<file path="src/rtl/hack_alu_pipe_pkg.sv">
// Shared constants for the Hack ALU pipeline: ctrl bit positions, common opcodes, stage-1 payload.
// The optional overflow output is enabled by defining HACK_ALU_OVF_EN.
package hack_alu_pipe_pkg;

  localparam int CTRL_ZX = 5;
  localparam int CTRL_NX = 4;
  localparam int CTRL_ZY = 3;
  localparam int CTRL_NY = 2;
  localparam int CTRL_F  = 1;
  localparam int CTRL_NO = 0;

  localparam int ALU_MSB = 15;

  localparam logic [5:0] ALU_ZERO    = 6'b101010;
  localparam logic [5:0] ALU_ONE     = 6'b111111;
  localparam logic [5:0] ALU_NEG1    = 6'b111010;
  localparam logic [5:0] ALU_XPLUSY  = 6'b000010;
  localparam logic [5:0] ALU_XMINUSY = 6'b010011;
  localparam logic [5:0] ALU_XANDY   = 6'b000000;
  localparam logic [5:0] ALU_NOTX    = 6'b001101;

  typedef struct packed {
    logic [15:0] x1;
    logic [15:0] y1;
    logic        f;
    logic        no;
  } stage1_t;

endpackage

</file>
<file path="src/rtl/hack_alu_pipe_gates.sv">
// 16-bit bitwise gate cells (Not16, And16) used by the ALU datapath.

module Not16 (
  input  logic [15:0] i_in,
  output logic [15:0] o_out
);
  assign o_out = ~i_in;
endmodule

module And16 (
  input  logic [15:0] i_a,
  input  logic [15:0] i_b,
  output logic [15:0] o_out
);
  assign o_out = i_a & i_b;
endmodule

</file>
<file path="src/rtl/hack_alu_pipe_preset.sv">
// Combinational operand preset: optional zeroing followed by optional bitwise negation.

module alu16_preset (
  input  logic [15:0] i_d,
  input  logic        i_zero,
  input  logic        i_neg,
  output logic [15:0] o_d
);

  logic [15:0] w_zeroed;
  logic [15:0] w_negated;

  assign w_zeroed = i_zero ? 16'h0000 : i_d;

  Not16 u_not (
    .i_in  (w_zeroed),
    .o_out (w_negated)
  );

  assign o_d = i_neg ? w_negated : w_zeroed;

endmodule

</file>
<file path="src/rtl/hack_alu_pipe.sv">
// Two-stage pipelined 16-bit Hack ALU with valid/ready on both sides.
// Define HACK_ALU_OVF_EN to add the registered signed-overflow output ovf.

module hack_alu_pipe
  import hack_alu_pipe_pkg::*;
#(
  parameter int WIDTH = 16
) (
  input  logic             clk,
  input  logic             rst_n,
  input  logic             in_valid,
  output logic             in_ready,
  input  logic [WIDTH-1:0] x,
  input  logic [WIDTH-1:0] y,
  input  logic [5:0]       ctrl,
  output logic             out_valid,
  input  logic             out_ready,
  output logic [WIDTH-1:0] out,
  output logic             zr,
  output logic             ng
`ifdef HACK_ALU_OVF_EN
  ,
  output logic             ovf
`endif
);

  logic [WIDTH-1:0] w_x1;
  logic [WIDTH-1:0] w_y1;
  logic             w_s2Adv;
  logic             w_inAccept;
  logic [WIDTH-1:0] w_and;
  logic [WIDTH-1:0] w_sum;
  logic [WIDTH-1:0] w_r;
  logic [WIDTH-1:0] w_rNeg;
  logic [WIDTH-1:0] w_out;

  stage1_t          r_s1;
  logic             r_s1Valid;
  logic [WIDTH-1:0] r_out;
  logic             r_zr;
  logic             r_ng;
  logic             r_s2Valid;

  // Stage 1 moves forward whenever stage 2 is empty or draining this cycle.
  assign w_s2Adv    = r_s1Valid && (!r_s2Valid || out_ready);
  assign in_ready   = !r_s1Valid || w_s2Adv;
  assign w_inAccept = in_valid && in_ready;

  alu16_preset u_presetX (
    .i_d    (x),
    .i_zero (ctrl[CTRL_ZX]),
    .i_neg  (ctrl[CTRL_NX]),
    .o_d    (w_x1)
  );

  alu16_preset u_presetY (
    .i_d    (y),
    .i_zero (ctrl[CTRL_ZY]),
    .i_neg  (ctrl[CTRL_NY]),
    .o_d    (w_y1)
  );

  always_ff @(posedge clk or negedge rst_n) begin
    if (!rst_n) begin
      r_s1      <= '0;
      r_s1Valid <= 1'b0;
    end else begin
      if (w_inAccept) begin
        r_s1.x1   <= w_x1;
        r_s1.y1   <= w_y1;
        r_s1.f    <= ctrl[CTRL_F];
        r_s1.no   <= ctrl[CTRL_NO];
        r_s1Valid <= 1'b1;
      end else if (w_s2Adv) begin
        r_s1Valid <= 1'b0;
      end
    end
  end

  And16 u_and (
    .i_a   (r_s1.x1),
    .i_b   (r_s1.y1),
    .o_out (w_and)
  );

  assign w_sum = r_s1.x1 + r_s1.y1;
  assign w_r   = r_s1.f ? w_sum : w_and;

  Not16 u_notOut (
    .i_in  (w_r),
    .o_out (w_rNeg)
  );

  assign w_out = r_s1.no ? w_rNeg : w_r;

  // Output registers only change on a stage-2 load, so they stay bit-stable under backpressure.
  always_ff @(posedge clk or negedge rst_n) begin
    if (!rst_n) begin
      r_out     <= '0;
      r_zr      <= 1'b0;
      r_ng      <= 1'b0;
      r_s2Valid <= 1'b0;
    end else begin
      if (w_s2Adv) begin
        r_out     <= w_out;
        r_zr      <= (w_out == '0);
        r_ng      <= w_out[ALU_MSB];
        r_s2Valid <= 1'b1;
      end else if (r_s2Valid && out_ready) begin
        r_s2Valid <= 1'b0;
      end
    end
  end

`ifdef HACK_ALU_OVF_EN
  logic w_ovf;
  logic r_ovf;

  // Overflow is judged on the raw sum, before the optional output negation.
  assign w_ovf = r_s1.f && (r_s1.x1[ALU_MSB] == r_s1.y1[ALU_MSB])
                        && (w_sum[ALU_MSB] != r_s1.x1[ALU_MSB]);

  always_ff @(posedge clk or negedge rst_n) begin
    if (!rst_n) begin
      r_ovf <= 1'b0;
    end else if (w_s2Adv) begin
      r_ovf <= w_ovf;
    end
  end

  assign ovf = r_ovf;
`endif

  assign out_valid = r_s2Valid;
  assign out       = r_out;
  assign zr        = r_zr;
  assign ng        = r_ng;

endmodule
</file>
<file path="config.mk">
export PLATFORM = sky130hd
export DESIGN_NAME = hack_alu_pipe
export DESIGN_NICKNAME = d
export VERILOG_FILES = /design/src/rtl/hack_alu_pipe_pkg.sv /design/src/rtl/hack_alu_pipe_gates.sv /design/src/rtl/hack_alu_pipe_preset.sv /design/src/rtl/hack_alu_pipe.sv
export SDC_FILE = /design/constraint.sdc
export NUM_CORES = 1
export LEC_CHECK = 0
export BUFFER_PORTS_ARGS = -buffer_cell sky130_fd_sc_hd__buf_2
export CORE_AREA = 2 2 92 94
export DETAILED_ROUTE_END_ITERATION = 7
export DIE_AREA = 0 0 94 96
export PLACE_DENSITY = 0.67
export SETUP_SLACK_MARGIN = 0.1
export SLEW_MARGIN = 15
export SYNTH_ARGS = -nofsm -noshare
export SYNTH_HDL_FRONTEND = slang
export SYNTH_SLANG_ARGS = --single-unit
</file>
<file path="constraint.sdc">
create_clock -name clk -period 3.21 [get_ports clk]
set_input_delay 0.321 -clock clk [delete_from_list [all_inputs] [get_ports clk]]
set_output_delay 0.321 -clock clk [all_outputs]
set_load 0.02 [all_outputs]
</file>
==> results.toml <==
[grt]
grt.total_usage_pct = 17.87
grt_most_used_layer = "met1"
global_route_wire_length_before_repair_mm = 13.09
grt.met2_usage_pct = 26.37
grt.overflow.total = 0
antenna_found_initial = 0
maximum_number_of_pins_on_one_net_before_global_route_repair = 54
grt_pass1_vias = 2729
global_route_met3_usage_pct = 3.446
grt_util_met1_pct = 26.98

[timing]
timing.final.setup_violations = 0
clock_skew_ns = 0.006603
fin_crit_ns = 2.975
fin_hold_ws_ns = 0.1294
finalHoldViolations = 0
drv_slew = 0
final_min_period_over_clock_period_pct = 92.69
timing.setup.tns_ns = 0
relSlewSlack_pct = 35.97
max_clock_freq_mhz = 336.1
setup_repair_after_global_routing_missed_its_margin = "false"
timing_worst_slew_pin_value_ns = 0.9605
post-route-worst-setup-slack_ns = 0.2347

[final_layout]
layout.cells.most_common_list = "sky130_fd_sc_hd__nand2_1 (64), sky130_fd_sc_hd__buf_2 (61), sky130_fd_sc_hd__dfrtp_1 (53)"
synthToLayoutAreaGrowth_pct = 14.03
seqCellArea_um2 = 1326
fillers = 793
antenna-diode-count = 0
finalInstanceArea_um2 = 4260
area_of_the_multi_input_gates_um2 = 2323
layout.cells.most_common = "sky130_fd_sc_hd__nand2_1"
drive_gt1_share_pct = 20.04
nets = 532

[clock_network]
clock_tree.root_cell = "sky130_fd_sc_hd__clkbuf_8"
cts_post_setup_buffers_inserted = 0
max-clock-path-buffers = 2
cts_tree = "done"
clkSinkCount = 53
clock_pin_transition_on_the_worst_setup_and_hold_timing_paths_ns = 0.10
cts_made_buffers = 5
clkLatencyLatePin_ns = 0.31
cts_htree_levels = 2

[routing]
detailedRoute.firstIterationViolations = 179
wl_per_instance_um = 12.92
routed_wl_mm = 7.478
vias = 3032
antenna_left = 0
vias_per_cell = 5.237
drt_first_pass_iters = 4
post-route-drc-count = 0

[place]
placed_cell_area_um2 = 4114
port-buffer-count = 61
gp_routability_congestion = 0.9826
dp_hpwl_mm = 5.730
placement.setup.worst_slack_ns = 0.1718

[synth]
synth.area.mux_share_pct = 2.981
syn_nets = 485
yosys.area_share.adder_pct = 5.894
ys_ff_latch = 53
synth-main-ff-cell = "sky130_fd_sc_hd__dfrtp_1"
netlist_instances = 426
count_of_distinct_cell_types_in_the_synthesized_netlist = 59
synth_simple_gate_area_share_pct = 21.80
synth.cell_area_um2 = 3736
post_synth_xor_area_fraction_pct = 11.96
async_reset_ff_share_pct = 100.0
synth_compound_gate_area_share_pct = 18.45
largest_family_of_logic_cells_by_synthesized_area = "simple AND/OR/NAND/NOR gates"
number_of_flops_mapped_to_enable_cells_by_yosys = 0
synth.yosys.seq_area_share_pct = 35.50
synth-warning-count = 0
synth.avg_cell_area_um2 = 8.770

[power]
total_leakage_power_nw = 1.824
peakVddDrop_mv = 0.1958
pwr_total_mw = 2.643
powerDensity_nw_per_um2 = 620.4

[setup_path]
worst-path-max-fanout = 6
worst_ep_arrival_time_ns = 3.22
start_kind = "flop"
crit_chain = "ha_1 > o21a_1 > and2_4 > a2111oi_1 > o31ai_1 > mux2_4 > or3_4 > a221oi_2 > a32o_1"
worst-endpoint-required_ns = 3.46
path_class = "flop to flop"
end_kind = "flop"
reg2reg_slack_ns = 0.23
timing.critical_path.slowest_cell_delay_ns = 0.41
critPathSlowestCell = "sky130_fd_sc_hd__ha_1"

[job]
max_cap_violations = 0

[floorplanning]
core.rowCount = 33
die_span_in_x_um = 94
ioPinCount = 62
initial_utilization_pct = 46.40
die-height_um = 96
die_outline_area_um2 = 9024
coreArea_um2 = 8051

[hold_path]
timing.hold.worst.class = "primary input to async pin"

[status]
status = "finished, final reports clean"
-- where the power goes --
| group | leakage [nW] | switching [mW] | internal, mW |
|---|---|---|---|
| clock network | 0.0549 | 0.224 | 0.200 |
| registers | 0.646 | 0.106 | 0.827 |
| logic | 1.12 | 0.741 | 0.545 |
-- registers in the layout, indices dropped and copies added, names as in the netlist --
name       cells
out_valid      1
r_s1Valid      1
r_s1          34
out           16
zr             1
-- layout make-up --
class	count	area share, %
multi-input cells	341	54.54
well taps	105	3.084
clock buffers	7	2.261
repair buffers	65	8.164
inverters	7	0.6167
flip-flops and latches	53	31.13
clock inverters	1	0.2056
-- path summary, 6_finish.rpt --
check	start	to	cells past startpoint
worst min-delay path	rst_n	r_s1[30]	1
worst min register to register	out[0]	out[0]	2
worst max register to register	r_s1[4]	zr	9
worst max-delay path	r_s1[4]	zr	9
min in group clk	in_valid	r_s1Valid	2
max in group asynchronous	rst_n	r_s1[2]	2
-- metal layers --
layer | wire (µm) | up-vias | part of all wire, %
met5 | 0 | - | 0
met4 | 68 | 0 | 0.91
met3 | 362 | 5 | 4.8
met2 | 3145 | 74 | 42
met1 | 3902 | 1362 | 52
li1 | - | 1591 | -
-- logic make-up after synthesis --
family,after synthesis
xor+xnor,51
simple gates,157
mux,10
buf+inv,32
fa+ha+maj,17
flops,53
compound gates,106
-- cell usage after synthesis (all sizes together) (8+ instances only) --
library cell | number | share of area, %
xnor2 | 44 | 10
clkbuf | 17 | 1.7
a21oi | 11 | 1.5
nor2 | 11 | 1.1
a211oi | 8 | 1.6
nor2b | 37 | 6.2
nand2 | 64 | 6.4
ha | 16 | 5.4
o21ai | 48 | 6.4
dfrtp | 53 | 35
buf | 8 | 1.0
-- timing repair --
item	CTS	global route
resized for setup	0	10
hold buffers	0	0
setup endpoints to repair	0	1
-- worst max-delay path, delay by kind of cell (launching register included) --
| family | cells | cell delay, ns |
|---|---|---|
| AO/OA/AOI/OAI | 5 | 1.24 |
| AND/OR/NAND/NOR | 2 | 0.56 |
| adder cells (fa/ha/maj) | 1 | 0.41 |
| flip-flops | 1 | 0.39 |
| multiplexers | 1 | 0.33 |
-- stage by stage --
step,cells,util (%)
detailed placement,571,51.10
floorplan,426,-
CTS,579,52.40
global placement,571,51.10
finish,579,52.91
global route,579,52.91
Note: power is estimated with default switching activity, not from simulation.
